===== src/rtl/alu16_seq_pkg.sv =====
// Shared encodings for the 16-bit ALU sequencer: op codes, FSM states, flag bit positions.
// Flag vectors are ordered {Z,N,H,C}.
package alu16_seq_pkg;

    typedef enum logic [1:0] {
        OP_ADD16    = 2'd0,
        OP_ADD_SP_E = 2'd1,
        OP_INC16    = 2'd2,
        OP_DEC16    = 2'd3
    } op_e;

    typedef enum logic [1:0] {
        IDLE = 2'd0,
        LO   = 2'd1,
        HI   = 2'd2,
        DONE = 2'd3
    } state_e;

    localparam int FZ = 3;
    localparam int FN = 2;
    localparam int FH = 1;
    localparam int FC = 0;

    // ADD16 leaves Z untouched; INC16/DEC16 touch no flags at all.
    function automatic logic [3:0] flag_we_for(input op_e op);
        logic [3:0] we;
        we = 4'b0000;
        case (op)
            OP_ADD16:    we = 4'b0111;
            OP_ADD_SP_E: we = 4'b1111;
            default:     we = 4'b0000;
        endcase
        return we;
    endfunction

endpackage


===== src/rtl/alu16_sequencer_operand_mux.sv =====
// Combinational ALU operand-2 byte and carry-in selection for the LO/HI passes.
// Zero latency; drives zeros outside LO/HI.
module seq_operand_mux
    import alu16_seq_pkg::*;
(
    input  op_e         op,
    input  state_e      state,
    input  logic [15:0] opb,
    input  logic        lo_c,
    output logic [7:0]  alu_b,
    output logic        alu_cin
);

    always_comb begin
        alu_b   = 8'h00;
        alu_cin = 1'b0;
        case (state)
            LO: begin
                case (op)
                    OP_ADD16:    alu_b = opb[7:0];
                    OP_ADD_SP_E: alu_b = opb[7:0];
                    OP_INC16:    alu_b = 8'h01;
                    OP_DEC16:    alu_b = 8'hFF;
                    default:     alu_b = 8'h00;
                endcase
            end
            HI: begin
                alu_cin = lo_c;
                // DEC16 is opa + 0xFFFF, so the high byte adds 0xFF plus the low carry.
                case (op)
                    OP_ADD16:    alu_b = opb[15:8];
                    OP_ADD_SP_E: alu_b = {8{opb[7]}};
                    OP_INC16:    alu_b = 8'h00;
                    OP_DEC16:    alu_b = 8'hFF;
                    default:     alu_b = 8'h00;
                endcase
            end
            default: ;
        endcase
    end

endmodule


===== src/rtl/alu16_sequencer.sv =====
// 16-bit ADD/ADD SP,e/INC/DEC as two 8-bit ALU passes; done in cycle N+3 after start at edge N, no queueing.
// SEQ_INCDEC_BYPASS_EN: INC16/DEC16 use an internal incrementer and finish in cycle N+1.
module alu16_sequencer
    import alu16_seq_pkg::*;
#(
    parameter int LAT_LO = 1
) (
    input  logic        CLK,
    input  logic        RESET,
    input  logic        start,
    input  logic [1:0]  op_sel,
    input  logic [15:0] opa,
    input  logic [15:0] opb,
    output logic        busy,
    output logic        done,
    output logic [15:0] result,
    output logic [3:0]  flags_out,
    output logic [3:0]  flags_we,
    output logic [7:0]  alu_a,
    output logic [7:0]  alu_b,
    output logic        alu_cin,
    output logic        alu_req,
    input  logic [7:0]  alu_res,
    input  logic        alu_cout,
    input  logic        alu_hcout
);

    localparam logic [7:0] LO_LAST = 8'(LAT_LO - 1);

    state_e      state_q,  state_d;
    op_e         op_q,     op_d;
    logic [15:0] opa_q,    opa_d;
    logic [15:0] opb_q,    opb_d;
    logic [7:0]  lo_res_q, lo_res_d;
    logic        lo_c_q,   lo_c_d;
    logic        lo_h_q,   lo_h_d;
    logic [7:0]  lo_cnt_q, lo_cnt_d;
    logic [15:0] result_q, result_d;
    logic [3:0]  flags_q,  flags_d;

    always_comb begin
        state_d  = state_q;
        op_d     = op_q;
        opa_d    = opa_q;
        opb_d    = opb_q;
        lo_res_d = lo_res_q;
        lo_c_d   = lo_c_q;
        lo_h_d   = lo_h_q;
        lo_cnt_d = lo_cnt_q;
        result_d = result_q;
        flags_d  = flags_q;

        case (state_q)
            IDLE: begin
                if (start) begin
                    op_d     = op_e'(op_sel);
                    opa_d    = opa;
                    opb_d    = opb;
                    lo_cnt_d = 8'h00;
                    state_d  = LO;
`ifdef SEQ_INCDEC_BYPASS_EN
                    if (op_e'(op_sel) == OP_INC16) begin
                        result_d = opa + 16'd1;
                        flags_d  = 4'b0000;
                        state_d  = DONE;
                    end else if (op_e'(op_sel) == OP_DEC16) begin
                        result_d = opa - 16'd1;
                        flags_d  = 4'b0000;
                        state_d  = DONE;
                    end
`endif
                end
            end
            LO: begin
                lo_res_d = alu_res;
                lo_c_d   = alu_cout;
                lo_h_d   = alu_hcout;
                lo_cnt_d = lo_cnt_q + 8'd1;
                if (lo_cnt_q == LO_LAST) begin
                    state_d = HI;
                end
            end
            HI: begin
                result_d = {alu_res, lo_res_q};
                flags_d  = 4'b0000;
                // ADD16 reports the high-pass carries (bits 11/15); ADD SP,e the low-pass ones (bits 3/7).
                case (op_q)
                    OP_ADD16: begin
                        flags_d[FH] = alu_hcout;
                        flags_d[FC] = alu_cout;
                    end
                    OP_ADD_SP_E: begin
                        flags_d[FH] = lo_h_q;
                        flags_d[FC] = lo_c_q;
                    end
                    default: flags_d = 4'b0000;
                endcase
                state_d = DONE;
            end
            DONE: begin
                state_d = IDLE;
            end
            default: state_d = IDLE;
        endcase
    end

    always_ff @(posedge CLK) begin
        if (RESET) begin
            state_q  <= IDLE;
            op_q     <= OP_ADD16;
            opa_q    <= 16'h0000;
            opb_q    <= 16'h0000;
            lo_res_q <= 8'h00;
            lo_c_q   <= 1'b0;
            lo_h_q   <= 1'b0;
            lo_cnt_q <= 8'h00;
            result_q <= 16'h0000;
            flags_q  <= 4'b0000;
        end else begin
            state_q  <= state_d;
            op_q     <= op_d;
            opa_q    <= opa_d;
            opb_q    <= opb_d;
            lo_res_q <= lo_res_d;
            lo_c_q   <= lo_c_d;
            lo_h_q   <= lo_h_d;
            lo_cnt_q <= lo_cnt_d;
            result_q <= result_d;
            flags_q  <= flags_d;
        end
    end

    seq_operand_mux u_operand_mux (
        .op      (op_q),
        .state   (state_q),
        .opb     (opb_q),
        .lo_c    (lo_c_q),
        .alu_b   (alu_b),
        .alu_cin (alu_cin)
    );

    always_comb begin
        busy      = (state_q == LO) || (state_q == HI);
        alu_req   = busy;
        done      = (state_q == DONE);
        result    = result_q;
        flags_out = flags_q;
        flags_we  = done ? flag_we_for(op_q) : 4'b0000;
        alu_a     = 8'h00;
        if (state_q == LO) begin
            alu_a = opa_q[7:0];
        end else if (state_q == HI) begin
            alu_a = opa_q[15:8];
        end
    end

endmodule


===== config.mk =====
export PLATFORM = sky130hd
export DESIGN_NAME = alu16_sequencer
export DESIGN_NICKNAME = d
export VERILOG_FILES = /design/src/rtl/alu16_seq_pkg.sv /design/src/rtl/alu16_sequencer_operand_mux.sv /design/src/rtl/alu16_sequencer.sv
export SDC_FILE = /design/constraint.sdc
export NUM_CORES = 1
export LEC_CHECK = 0
export BUFFER_PORTS_ARGS = -buffer_cell sky130_fd_sc_hd__buf_2
export CAP_MARGIN = 10
export CORE_ASPECT_RATIO = 2
export CORE_MARGIN = 5
export CORE_UTILIZATION = 40
export CTS_BUF_LIST = sky130_fd_sc_hd__clkbuf_4 sky130_fd_sc_hd__clkbuf_8
export CTS_CLUSTER_DIAMETER = 200
export CTS_CLUSTER_SIZE = 28
export DETAILED_ROUTE_END_ITERATION = 16
export MAX_ROUTING_LAYER = met4
export PLACE_DENSITY = 0.71
export RECOVER_POWER = 25
export SLEW_MARGIN = 20
export SYNTH_ARGS = -nofsm -noshare
export SYNTH_HDL_FRONTEND = slang
export SYNTH_SLANG_ARGS = --single-unit

===== constraint.sdc =====
create_clock -name CLK -period 2 [get_ports CLK]
set_clock_uncertainty 0.2 [all_clocks]
set_input_delay 0.6 -clock CLK [delete_from_list [all_inputs] [get_ports CLK]]
set_output_delay 0.6 -clock CLK [all_outputs]
set_load 0.03 [all_outputs]

Yosys cells after proc, flatten, opt, wreduce, memory -nomap -nowiden
Index checks and enable logic that the tools add are counted.
Operators by class
  add/subtract/negate cells: 1
  eq/ne operators: 8
  multiplexer cells: 14
  reduce and logical (&&, ||, !) cells: 9
Operator list (count)
  $pmux W8 S2: 2
  $pmux W8 S4: 1
  $mux W8: 3
  $pmux W8 S3: 1
  $add A8 B1 Y8 const B: 1
  $eq A2 B2 Y1 const B: 4
  $logic_not A8 Y1: 1
  $pmux W2 S4: 1
  $pmux W4 S2: 1
  $reduce_and A2 Y1: 3
  $eq A2 B1 Y1 const B: 2
  $logic_not A2 Y1: 2
  $mux W2: 2
  $mux W4: 1
  $ne A2 B2 Y1 const B: 2
  $pmux W2 S2: 1
  $reduce_bool A2 Y1: 1
  $reduce_or A2 Y1: 1
  $logic_or A1 B1 Y1: 1
  $mux W1: 1
Storage, ports and cells
  register bits after elaboration: 72
  output and inout bits: 44
  word-level logic and storage cells: 42

Longest topological paths before layout
  word-level depth: 4
  mapped depth: 7
  mapped depth without buffers: 6

By module
A second synthesis with hierarchy kept.
Second synthesis, totals
  cells, all modules: 354
  area, all modules: 3079.2 um2
Modules (own cells, without submodules)
  alu16_sequencer: times used 1, cells each 327, area each 2846.5 um2
  seq_operand_mux: times used 1, cells each 27, area each 232.7 um2

Worst setup path after synthesis
OpenSTA, ideal clock, no wires.
  path kind: reg-to-output
  start: register state_q[1]
  end: output alu_b[7]
  arrival: 2001 ps
  setup slack: -801 ps
  cell stages (with the launch flop): 7
  path buffers: 2
  cells stage by stage: dfxtp_1 -> inv_1 -> ha_1 -> buf_2 -> buf_1 -> o21ai_0 -> a21boi_0
Between the ends
  longest elaborated chain between the ends: 2
  elaborated cells between the ends (all ways): 3
Ends and longest elaborated chain
  start, declared: line alu16_sequencer.sv:30  | state_e state_q, state_d;
  start signal, assigned: line alu16_sequencer.sv:120  | state_q <= state_d;
  $eq A2 B2 Y1 / $eq A2 B1 Y1 (equally long branches): line alu16_sequencer_operand_mux.sv:17  | case (state)
  $pmux W8 S2 (*): line alu16_sequencer_operand_mux.sv:17
  end, declared: line alu16_sequencer.sv:20  | output logic [7:0] alu_b,
Mark *: on every way between the ends. The rest lies on a longest branch, timed or not.

Final worst setup path
  start: register state_q[1]
  end: output alu_b[2]
The elaborated chain is that of the path after synthesis.

==> impl_metrics.csv <==
group,metric,value,unit
status,violations,"negative setup slack",
pwr,p_sw_share,36.9,%
pwr,internal-power,3.50,mW
pwr,p_comb_share,46.3,%
clock_network,cts.clk_slew.worst_paths,0.08,ns
floorplanning,io_pins,91,
pwr,clkPwrFrac,21.3,%
worst_setup_path,reg2reg_from,"state_q[1]$_SDFFE_PP0P_",
synthesis,async_reset_ff_share,0,%
worst_setup_path,crit_arrival,1.58,ns
placement,dp_cells,555,
synthesis,postSynthCellCount,377,
sta,worst_slew_pin_slew,0.659,ns
sta,slew-limit-headroom,56.1,%
clock_network,clk_latency,0.35,ns
cells_and_area,fillers,666,
detailed_routing,vias_per_cell,4.98,
sta,setup_slack,-0.380,ns
global_route,grt_remaining_overflow,0,
detailed_routing,drtAntennaViolNets,0,
sta,post-route-min-period,2.38,ns
worst_setup_path,crit_type,"reg2out",
detailed_routing,wire_per_inst,14.5,um
detailed_routing,first_iter_violations,81,
cells_and_area,syn_to_final_growth,46.6,%
global_route,grt_pass1_wl,13900,um
worst_setup_path,cp_slowest_cell,"dfxtp_2",
sta,slew_violations,0,
placement,io_buffers,88,
cells_and_area,drive_above_1_share,39.6,%
placement,globalplace.congestion,0.762,
worst_setup_path,crit_chain,"inv_2 > buf_6 > ha_4 > buf_6 > a21boi_4 > buf_6",
pwr,p_sw,2.05,mW
clock_network,cts.sinks,72,
global_route,grt_max_degree,35,
synthesis,syn_area,3130,sq um
clock_network,cts_tree,"done",
worst_hold_path,hp-class,"reg2reg",
clock_network,cts_buffers,9,
pwr,p_leak,1.97,nW
worst_setup_path,critPathMaxFanout,6,
synthesis,ys_seq_area_share,46.1,%
clock_network,cts-root-buf,"clkbuf_8",
sta,hold_violations,0,
global_route,antenna_found_initial,0,
floorplanning,core_area,7600,sq um
synthesis,synth-seq-cells,72,
pwr,p_seq_share,32.4,%
clock_network,cts_buffer_depth,2,
detailed_routing,drc_errors,0,
sta,fmaxAchievable,0.420,GHz
synthesis,synth_cell_types,34,
clock_network,cts_max_level,3,
synthesis,ys.flop_type,"dfxtp_1",
cells_and_area,fin_cells,581,
floorplanning,die_area,9790,sq um
pwr,p_per_area,1210,nW/um^2
synthesis,yosys_warnings,0,
floorplanning,die_w,72.5,um
pwr,p_total,5.55,mW
run,cap_violations,0,
cells_and_area,fin_nets,535,
worst_setup_path,cpPeakStageDelay,0.34,ns
worst_setup_path,end_kind,"output pin",
sta,fin_crit_sh,119,%
synthesis,avgSynthCellArea,8.29,sq um
sta,setup_viol,28,
worst_setup_path,required,1.20,ns
floorplanning,fp-row-count,45,
floorplanning,die_h,135,um
status,status,"finished, violations left",
detailed_routing,wl,8420,um
detailed_routing,vias,2891,
detailed_routing,drt_first_pass_iters,4,
pwr,peakVddDrop,675,uV
worst_setup_path,start_kind,"flop",
worst_hold_path,hp-start,"opb_q[2]$_SDFFE_PP0P_",
cells_and_area,diodes,0,
placement,dp_hpwl,5920,um
synthesis,synth_edf_count,0,
floorplanning,start_util,41.1,%
global_route,first_global_vias,2927,
sta,rsz0062_at_grt,"yes",
worst_setup_path,cpMostUsedCell,"buf_6",
global_route,grt_usage,18.7,%
worst_setup_path,startpoint,"state_q[1]$_SDFFE_PP0P_",
synthesized netlist by cell type, drive strengths merged, types with 2 or more instances:
cell    number  share of area, %
nand2       87                10
dfxtp       72                46
nor3         2              0.32
o21ai       13               2.1
a21boi       8               1.9
a21oi       37               5.9
xnor2        4               1.1
and2         4              0.80
clkbuf      16               1.9
a21o         8               1.9
nor2b       11               2.2
a22o         5               1.4
buf         13               2.2
nor2        38               4.6
mux2i       31               9.9
ha           6               2.4
nand3        3              0.48
inv          6              0.72
stage by stage:
step                cell area [sq um]   TNS, ns  utilization (%)  hold slack (ns)  setup slack (ns)
floorplan                        3370  -0.00821                -            0.232          -0.00573
global route                     4580    -10.07             60.3            0.266            -0.460
detailed placement               3970     -2.04             52.2            0.247            -0.150
finish                           4580     -7.46             60.3            0.255            -0.380
CTS                              4520     -7.34             59.5            0.258            -0.406
global placement                 3970     -1.32             52.2            0.241            -0.118
layout by cell type (no fill, tap or decap), types with 5 or more instances in the layout:
master / count
buf_2: 65
a21oi_1: 37
a21o_1: 8
a22o_4: 5
buf_4: 21
nor2_1: 37
o21ai_1: 5
nand2_2: 10
mux2i_1: 30
buf_6: 28
dfxtp_1: 67
clkbuf_8: 10
a21boi_4: 8
nand2_1: 77
nor2b_1: 8
power groups by stage:
stage,registers [mW],logic [mW],clock network (mW)
detailed placement,1.81,2.10,0
global route,1.83,2.76,1.29
finish,1.80,2.57,1.18
global placement,1.79,2.07,0
floorplan,1.86,1.49,0
CTS,1.79,2.52,1.22
state kept, by name, summed over array words and instances, names as in the netlist:
register	flops
flags_out	2
lo_c_q	1
lo_cnt_q	8
lo_h_q	1
lo_res_q	8
op_q	2
opa_q	16
opb_q	16
result	16
state_q	2
critical path, delay by kind of cell, from the launching register on:
kind | cells | cell delay (ns)
flops | 1 | 0.34
buf+inv | 4 | 0.43
compound gates | 1 | 0.17
fa+ha+maj | 1 | 0.29
final timing paths:
path	endpoint	slack, ns	depth (start not counted)
setup / recovery	alu_b[2]	-0.38	6
hold / removal	opb_q[2]$_SDFFE_PP0P_	0.25	2
setup reg to reg	lo_cnt_q[3]$_SDFFE_PP0P_	-0.08	8
hold reg to reg	opb_q[2]$_SDFFE_PP0P_	0.25	2
repair_timing:
action                                  in CTS  in global routing
pin swaps                                    3                  5
gates resized for setup                     76                 13
cloned                                       1                  1
setup buffers                                8                  1
endpoints found under the setup margin      29                 30
hold buffers                                 0                  0
area by class of cell:
class | instances | area, sq um | area share, %
clock buffers | 10 | 138 | 3.00
clock inverters | 6 | 67.6 | 1.47
inverters | 6 | 25.0 | 0.546
multi-input cells | 271 | 1860 | 40.6
flip-flops and latches | 72 | 1450 | 31.6
well taps | 94 | 118 | 2.57
repair buffers | 122 | 926 | 20.2
metal layers:
| layer | wire length [um] | track usage [%] | up-vias |
|---|---|---|---|
| li1 | - | - | 1456 |
| met1 | 3290 | 19.6 | 1349 |
| met2 | 4550 | 32.9 | 75 |
| met3 | 393 | 3.80 | 11 |
| met4 | 187 | 8.52 | 0 |
| met5 | 0 | - | - |
cells by family after synthesis:
kind of cell             synth area share [%]
buffers and inverters                    4.84
XOR/XNOR                                 1.12
other                                   0.120
adder cells (fa/ha/maj)                  2.40
AND/OR/NAND/NOR                          20.4
flip-flops                               46.1
AO/OA/AOI/OAI                            15.1
multiplexers                             9.92
No activity file was read; power rests on OpenSTA's default activity.
